File: src/rtl/vx_ifetch_tag_stage.sv
// vx_ifetch_tag_stage
//    Instruction-fetch tag stage between the warp scheduler and the I-cache.
//    Each accepted fetch request is issued to the cache tagged with a free
//    in-flight slot; the request metadata waits in a small RAM until the cache
//    returns that tag (in any order). It is then re-joined with the instruction
//    word and presented to decode through a registered valid/ready output.
//
//    Optional build macro: IFETCH_PERF_EN
//       Adds perf_stall_cycles (cycles a request waited on a full slot table,
//       saturating) and perf_max_inflight (peak number of slots in flight).

// Checker: a cache response must name a slot that is currently in flight.
module vx_ifetch_tag_stage_chk (
   input  logic clk,
   input  logic reset,
   input  logic i_rsp_fire,
   input  logic i_tag_live
);

   // Flag any accepted cache response whose tag has no outstanding request.
   always @(posedge clk) begin
      if (!reset && i_rsp_fire) begin
         assert (i_tag_live)
         else $error("vx_ifetch_tag_stage: icache response tag not in flight");
      end
   end

endmodule

module vx_ifetch_tag_stage #(
   parameter  int NUM_WARPS   = 4,
   parameter  int NUM_THREADS = 4,
   parameter  int UUID_BITS   = 44,
   parameter  int TAG_DEPTH   = 4,
   localparam int NW_BITS     = (NUM_WARPS > 1) ? $clog2(NUM_WARPS) : 1,
   localparam int TAG_BITS    = $clog2(TAG_DEPTH)
) (
   input  logic                   clk,
   input  logic                   reset,
   // scheduler request
   input  logic                   req_valid,
   output logic                   req_ready,
   input  logic [NW_BITS-1:0]     req_wid,
   input  logic [NUM_THREADS-1:0] req_tmask,
   input  logic [31:0]            req_pc,
   input  logic [UUID_BITS-1:0]   req_uuid,
   // icache request
   output logic                   icache_req_valid,
   input  logic                   icache_req_ready,
   output logic [29:0]            icache_req_addr,
   output logic [TAG_BITS-1:0]    icache_req_tag,
   // icache response
   input  logic                   icache_rsp_valid,
   output logic                   icache_rsp_ready,
   input  logic [TAG_BITS-1:0]    icache_rsp_tag,
   input  logic [31:0]            icache_rsp_data,
   // decode response
   output logic                   rsp_valid,
   input  logic                   rsp_ready,
   output logic [NW_BITS-1:0]     rsp_wid,
   output logic [NUM_THREADS-1:0] rsp_tmask,
   output logic [31:0]            rsp_pc,
   output logic [UUID_BITS-1:0]   rsp_uuid,
   output logic [31:0]            rsp_instr,
   output logic                   busy
`ifdef IFETCH_PERF_EN
   ,
   output logic [31:0]            perf_stall_cycles,
   output logic [TAG_BITS:0]      perf_max_inflight
`endif
);

   localparam int META_W = NW_BITS + NUM_THREADS + 32 + UUID_BITS;

   // Lowest-index free slot; slot 0 when none is free (unused while full).
   function automatic logic [TAG_BITS-1:0] lowest_clear(input logic [TAG_DEPTH-1:0] used);
      logic [TAG_BITS-1:0] idx;
      idx = '0;
      for (int i = TAG_DEPTH - 1; i >= 0; i--) begin
         if (!used[i]) begin
            idx = TAG_BITS'(i);
         end
      end
      return idx;
   endfunction

   logic [TAG_DEPTH-1:0]  r_slot_used;
   logic [META_W-1:0]     r_meta_ram [TAG_DEPTH];
   logic                  r_rsp_valid;
   logic [META_W-1:0]     r_rsp_meta;
   logic [31:0]           r_rsp_instr;

   logic                  w_full;
   logic [TAG_BITS-1:0]   w_alloc_idx;
   logic                  w_req_fire;
   logic                  w_rsp_fire;
   logic                  w_tag_live;
   logic [TAG_DEPTH-1:0]  w_set_mask;
   logic [TAG_DEPTH-1:0]  w_clr_mask;
   logic [META_W-1:0]     w_rsp_meta;

   // Allocation: both handshakes pass straight through, gated only by full.
   assign w_full           = &r_slot_used;
   assign w_alloc_idx      = lowest_clear(r_slot_used);
   assign icache_req_valid = req_valid & ~w_full;
   assign req_ready        = icache_req_ready & ~w_full;
   assign icache_req_addr  = req_pc[31:2];
   assign icache_req_tag   = w_alloc_idx;
   assign w_req_fire       = req_valid & req_ready;

   // Response: accept whenever the output register is empty or draining.
   assign icache_rsp_ready = ~r_rsp_valid | rsp_ready;
   assign w_rsp_fire       = icache_rsp_valid & icache_rsp_ready;
   assign w_tag_live       = r_slot_used[icache_rsp_tag];
   assign w_rsp_meta       = r_meta_ram[icache_rsp_tag];

   // A stray tag (slot not in flight) must leave slot_used untouched.
   assign w_set_mask = {{(TAG_DEPTH-1){1'b0}}, w_req_fire} << w_alloc_idx;
   assign w_clr_mask = {{(TAG_DEPTH-1){1'b0}}, w_rsp_fire & w_tag_live} << icache_rsp_tag;

   // Slot table: mark a slot on issue, release it when its response is accepted.
   always_ff @(posedge clk or posedge reset) begin
      if (reset) begin
         r_slot_used <= '0;
      end else begin
         r_slot_used <= (r_slot_used | w_set_mask) & ~w_clr_mask;
      end
   end

   // Metadata RAM: capture request fields into the allocated slot (not reset).
   always_ff @(posedge clk) begin
      if (w_req_fire) begin
         r_meta_ram[w_alloc_idx] <= {req_wid, req_tmask, req_pc, req_uuid};
      end
   end

   // Output register: load joined response, or empty it once decode takes it.
   always_ff @(posedge clk or posedge reset) begin
      if (reset) begin
         r_rsp_valid <= 1'b0;
         r_rsp_meta  <= '0;
         r_rsp_instr <= 32'd0;
      end else if (w_rsp_fire) begin
         r_rsp_valid <= 1'b1;
         r_rsp_meta  <= w_rsp_meta;
         r_rsp_instr <= icache_rsp_data;
      end else if (r_rsp_valid & rsp_ready) begin
         r_rsp_valid <= 1'b0;
      end
   end

   assign rsp_valid = r_rsp_valid;
   assign rsp_wid   = r_rsp_meta[META_W-1 -: NW_BITS];
   assign rsp_tmask = r_rsp_meta[32 + UUID_BITS +: NUM_THREADS];
   assign rsp_pc    = r_rsp_meta[UUID_BITS +: 32];
   assign rsp_uuid  = r_rsp_meta[0 +: UUID_BITS];
   assign rsp_instr = r_rsp_instr;
   assign busy      = (|r_slot_used) | r_rsp_valid;

`ifdef IFETCH_PERF_EN
   // Number of set bits in the slot table.
   function automatic logic [TAG_BITS:0] popcount(input logic [TAG_DEPTH-1:0] v);
      logic [TAG_BITS:0] n;
      n = '0;
      for (int i = 0; i < TAG_DEPTH; i++) begin
         n = n + {{TAG_BITS{1'b0}}, v[i]};
      end
      return n;
   endfunction

   logic [31:0]       r_perf_stall;
   logic [TAG_BITS:0] r_perf_max;
   logic [TAG_BITS:0] w_inflight;

   assign w_inflight = popcount(r_slot_used);

   // Perf: count full-table stalls (saturating) and track peak occupancy.
   always_ff @(posedge clk or posedge reset) begin
      if (reset) begin
         r_perf_stall <= 32'd0;
         r_perf_max   <= '0;
      end else begin
         if (req_valid & w_full & ~(&r_perf_stall)) begin
            r_perf_stall <= r_perf_stall + 32'd1;
         end
         if (w_inflight > r_perf_max) begin
            r_perf_max <= w_inflight;
         end
      end
   end

   assign perf_stall_cycles = r_perf_stall;
   assign perf_max_inflight = r_perf_max;
`endif

   vx_ifetch_tag_stage_chk u_chk (
      .clk        (clk),
      .reset      (reset),
      .i_rsp_fire (w_rsp_fire),
      .i_tag_live (w_tag_live)
   );

endmodule

File: config.mk
export PLATFORM = sky130hd
export DESIGN_NAME = vx_ifetch_tag_stage
export DESIGN_NICKNAME = d
export VERILOG_FILES = /design/src/rtl/vx_ifetch_tag_stage.sv
export SDC_FILE = /design/constraint.sdc
export NUM_CORES = 1
export LEC_CHECK = 0
export CAP_MARGIN = 10
export CORE_ASPECT_RATIO = 1.4
export CORE_MARGIN = 4
export CORE_UTILIZATION = 30
export DETAILED_ROUTE_END_ITERATION = 12
export DONT_BUFFER_PORTS = 1
export GPL_TIMING_DRIVEN = 0
export PLACE_DENSITY = 0.4
export SETUP_SLACK_MARGIN = 0.02
export SLEW_MARGIN = 40
export SYNTH_ARGS = -nofsm -noshare
export SYNTH_HDL_FRONTEND = slang
export SYNTH_SLANG_ARGS = --single-unit
export TNS_END_PERCENT = 50
File: constraint.sdc
create_clock -name clk -period 14 [get_ports clk]
set_input_delay 0.7 -clock clk [delete_from_list [all_inputs] [get_ports clk]]
set_output_delay 0.7 -clock clk [all_outputs]
set_load 0.01 [all_outputs]
# Yosys cells after proc, flatten, opt, wreduce, memory -nomap -nowiden
# Memories as Yosys holds them, arrays and structs flattened. A register that Yosys moved wholly into a read port is not among the register bits.
# Cells that the tools add are included.
# Widths: inputs -> output; s select.
# classes
n_lt_le_gt_ge,1
n_shift,2
mux,10
bitwise,13
reduce_logical,3
# op_table
operator,count
$mux 2,4
$shl 1x2->4,2
$and 1x1->1,6
$mux 1,5
$and 4x4->4,1
$not 4->4,1
$or 4x4->4,1
$reduce_and 4->1,1
$reduce_or 4->1,1
$lt 2x3->1 const B,1
$bmux 1 s2,1
$not 1->1,2
$or 1x1->1,2
$reduce_bool 2->1,1
# totals
register_bits,37
mem_bits_rw,328
in_bits,122
mem_count,1
# mem_list
name,words,word_bits,rd,rd_ports_with_merged_regs,write_ports,line_no,source
r_meta_ram,4,82,1,1,1,88,logic [META_W-1:0] r_meta_ram [TAG_DEPTH];

# Longest topological paths before layout
# logic_depth
ltp_word,7
depth_mapped,6

# Least setup slack after synthesis
# No wires, ideal clock.
# synth_timing
path_type,input to register
start,in req_valid
end,mem r_meta_ram[2][0] (netlist name) (enable)
setup_ns,0.625
arrival_ns,6.347
t_required_ns,13.375
path_slack_ns,7.028
cell_stages,2
cell_sequence,nand2_1 > nor3_1
# synth_between
elab_chain_len,3
# synth_rtl
item,line_no,source
"start, declared",41,"input logic req_valid,"
$and 1x1->1,109,assign w_req_fire = req_valid & req_ready;
$mux 1,132,if (w_req_fire) begin
$mux 1 (implied by the code),133,"r_meta_ram[w_alloc_idx] <= {req_wid, req_tmask, req_pc, req_uuid};"
"end, declared",88,
# No other way between the ends.

# Worst setup path after layout
# layout_timing
start,reg r_slot_used[0]
end,mem r_meta_ram[2][27] (netlist name) (enable)
# layout_between
elab_chain_len,6
# layout_rtl
item,line_no,source
"start, declared",87,logic [TAG_DEPTH-1:0] r_slot_used;
"start signal, assigned",126,r_slot_used <= (r_slot_used | w_set_mask) & ~w_clr_mask;
$reduce_and 4->1,103,assign w_full = &r_slot_used;
$not 1->1,106,assign req_ready = icache_req_ready & ~w_full;
$and 1x1->1,106,
$and 1x1->1,109,
$mux 1,132,
$mux 1 (implied by the code),133,
# Several ways; a longest one is shown, not always the timed one.

==> flow_metrics.tcl <==
set metrics [dict create \
    run_status "completed" \
    route.detailed.drc 0 \
    share_comb_of_total_power 0.081 \
    final.setup_skew_ns 0.0122 \
    layout.filler_cells 5034 \
    final_cell_mix "sky130_fd_sc_hd__edfxtp_1, sky130_fd_sc_hd__dfrtp_1, sky130_fd_sc_hd__mux2_2" \
    final-setup-viol-count 0 \
    ys_seq_area_frac 0.773 \
    synth_top_cell_by_area "sky130_fd_sc_hd__edfxtp_1" \
    net-switching-power_mw 0.712 \
    compound_gate_portion_of_the_synthesized_area 0.00324 \
    first_global_vias 8201 \
    p_leak_nw 6.74 \
    timing.hold.worst.class "in2async" \
    synth-seq-cells 447 \
    core-area_sq_um 54500 \
    finalCritPeriodShare 0.196 \
    fin_area_sq_um 19600 \
    initial_core_utilization 0.305 \
    synthesized_instance_count 739 \
    cap_violations 0 \
    cts.htree.levels 2 \
    synth-xor-area-share 0 \
    crit_required_ns 14.28 \
    drtPass1Iterations 4 \
    critical_path_peak_fanout 8 \
    mapped_cell_area_sq_um 16600 \
    main_combinational_cell_family_by_area_after_synthesis "multiplexers" \
    power.ir.vdd_worst_uv 87.0 \
    cts-buffers-inserted 46 \
    post_layout_net_count 947 \
    synth.area.mux_share 0.189 \
    multi_input_comb_area_sq_um 3320 \
    detailedRoute.firstIterationViolations 378 \
    clk-insertion-delay-late_ns 0.57 \
    synth.net_count 861 \
    die_area_sq_um 59200 \
    post_cts_hold_buffer_count 0 \
    place.gp.congestion 0.704 \
    maxSlewViolCount 0 \
    place.detailed.hpwl_microns 26100 \
    post_cts_buffers 0 \
    fraction_of_synthesized_cell_area_taken_by_the_top_area_cell_type 0.594 \
    synth.avg_cell_area_sq_um 22.5 \
    cts.reportedPaths.clkPinSlew_ns 0.06 \
    timing.final.hold_violations 0 \
    route.detailed.wl_per_inst_microns 23.5 \
    p_per_area_nw_per_um2 159 \
    ioPinCount 273 \
    worst_slew_pin_tran_ns 0.741 \
    grt_pass1_wl_microns 54600 \
    layout_area_overhead_pct 18.2 \
    fmax_ghz 0.365 \
    via_per_inst 4.58 \
    mostFrequentLayoutCell "sky130_fd_sc_hd__edfxtp_1" \
    post_cts_resized 0 \
    cts-root-buf "sky130_fd_sc_hd__clkbuf_16" \
    netlist_top_cells_area "sky130_fd_sc_hd__edfxtp_1, sky130_fd_sc_hd__dfrtp_1, sky130_fd_sc_hd__mux4_2, sky130_fd_sc_hd__mux2_2, sky130_fd_sc_hd__buf_4" \
    critPathLaunchType "flop" \
    timing.slew.headroom 0.506 \
    power.share.clock 0.386 \
    totalWireLength_microns 37300 \
    grt_setup_unrepaired "no" \
    path_class "reg2reg" \
    via_count 7251 \
    final-seq-area_sq_um 12800 \
    pin_count_of_the_biggest_net_entering_global_routing 63 \
    final.min_clock_period_ns 2.74 \
    power.sequential.fraction 0.533 \
    intPower_mw 2.40 \
    cts_tree "done" \
    initial_antenna_violation_count 0 \
    dpl_cell_area_sq_um 18100 \
    yosys_warnings 0 \
    synth-adder-area-share 0 \
    tritoncts_num_sinks 447 \
    detail-route-antenna-nets 0 \
    synth_cell_types 23 \
    cts.path.max_buffers 3 \
    die_height_microns 286 \
    cp_data_arrival_time_ns 3.02 \
    setup.worst_path.end_class "flop" \
    io_buffers 0 \
    insertedDiodeCount 0 \
    post_synthesis_simple_gate_area_fraction 0.00664 \
    gr-usage-all-layers 0.125 \
    die_w_microns 207 \
    final_layout_size_suffix_gt1_frac 0.418 \
    grt_overflow 0 \
    switching_share 0.229 \
    std_cell_rows 101 \
    tns_ns 0 \
]
## worst max-delay path, stage by stage (launching register included)
cell and delay (ns):
sky130_fd_sc_hd__dfrtp_1 0.32, sky130_fd_sc_hd__clkbuf_1 0.32, sky130_fd_sc_hd__nand2_1 0.18, sky130_fd_sc_hd__nor3_2 0.33
sky130_fd_sc_hd__buf_4 0.23, sky130_fd_sc_hd__buf_4 0.17, sky130_fd_sc_hd__buf_2 0.22, sky130_fd_sc_hd__buf_2 0.26
sky130_fd_sc_hd__buf_2 0.24, sky130_fd_sc_hd__buf_4 0.19
## metrics by stage
step,hold slack [ns],total power [mW],util,setup WS [ns],std cells
final,0.0353,3.11,0.360,11.26,1583
after global routing,0.0360,3.25,0.360,11.02,1583
after CTS,0.0202,3.17,0.360,11.19,1583
after detailed placement,0.572,1.95,0.333,11.20,1498
after global placement,0.564,1.93,0.321,1.22,1460
after floorplan,0.533,1.83,-,7.03,739
## power by group through the flow
stage	clock network [mW]	registers, mW	logic [mW]
global route	1.30	1.67	0.278
CTS	1.25	1.67	0.264
finish	1.20	1.66	0.253
floorplan	0	1.66	0.170
global placement	0	1.71	0.219
detailed placement	0	1.69	0.263
## state kept, by name, indices dropped and copies added (netlist names)
name and flops:
r_meta_ram 328, r_slot_used 4, rsp_valid 1, rsp_instr 32, r_rsp_meta 82
## final timing paths
check,from,end,slack (ns),depth (start not counted)
max,r_slot_used[0],r_meta_ram[2][27],11.26,9
max reg2reg,r_slot_used[0],r_meta_ram[2][27],11.26,9
min,reset,r_rsp_meta[69],0.04,1
min in group clk,req_uuid[21],r_meta_ram[1][21],0.22,0
min reg2reg,rsp_instr[21],rsp_instr[21],0.58,1
max in group asynchronous,reset,r_rsp_meta[56],13.22,2
## synth_stat cells
cell type,n
sky130_fd_sc_hd__or3_1,1
sky130_fd_sc_hd__nand3_1,1
sky130_fd_sc_hd__a31oi_1,1
sky130_fd_sc_hd__and2b_1,1
sky130_fd_sc_hd__buf_4,31
sky130_fd_sc_hd__inv_1,4
sky130_fd_sc_hd__nor2_1,5
sky130_fd_sc_hd__nand4_1,1
sky130_fd_sc_hd__clkbuf_1,3
sky130_fd_sc_hd__edfxtp_1,328
sky130_fd_sc_hd__o31ai_1,3
sky130_fd_sc_hd__buf_1,4
sky130_fd_sc_hd__mux2_2,114
sky130_fd_sc_hd__mux4_2,82
sky130_fd_sc_hd__nand2_1,5
sky130_fd_sc_hd__a21oi_1,2
sky130_fd_sc_hd__nand2b_1,3
sky130_fd_sc_hd__and2_1,3
sky130_fd_sc_hd__buf_2,10
sky130_fd_sc_hd__o21ai_0,3
sky130_fd_sc_hd__nor3_1,2
sky130_fd_sc_hd__dfrtp_1,119
sky130_fd_sc_hd__buf_6,13
## metal layers
| metal | GRT usage | part of all wire |
|---|---|---|
| met1 | 0.134 | 0.35 |
| met2 | 0.227 | 0.54 |
| met3 | 0.0474 | 0.090 |
| met4 | 0.0389 | 0.024 |
| met5 | 0 | 0 |
## cell type report
class,count,share of cell area
Inverter,4,0.00115
Multi-Input combinational cell,227,0.169
Tap cell,721,0.0460
Buffer,61,0.0232
Timing Repair Buffer,38,0.0302
Clock buffer,67,0.0659
Clock inverter,18,0.00995
Sequential cell,447,0.654
## cell families (layout without fill, tap and decap cells)
family,after synthesis,in the layout
flip-flops,447,447
multiplexers,196,196
buffers and inverters,65,188
AND/OR/NAND/NOR,22,22
AO/OA/AOI/OAI,9,9
Note: power is estimated with default switching activity, not from simulation.
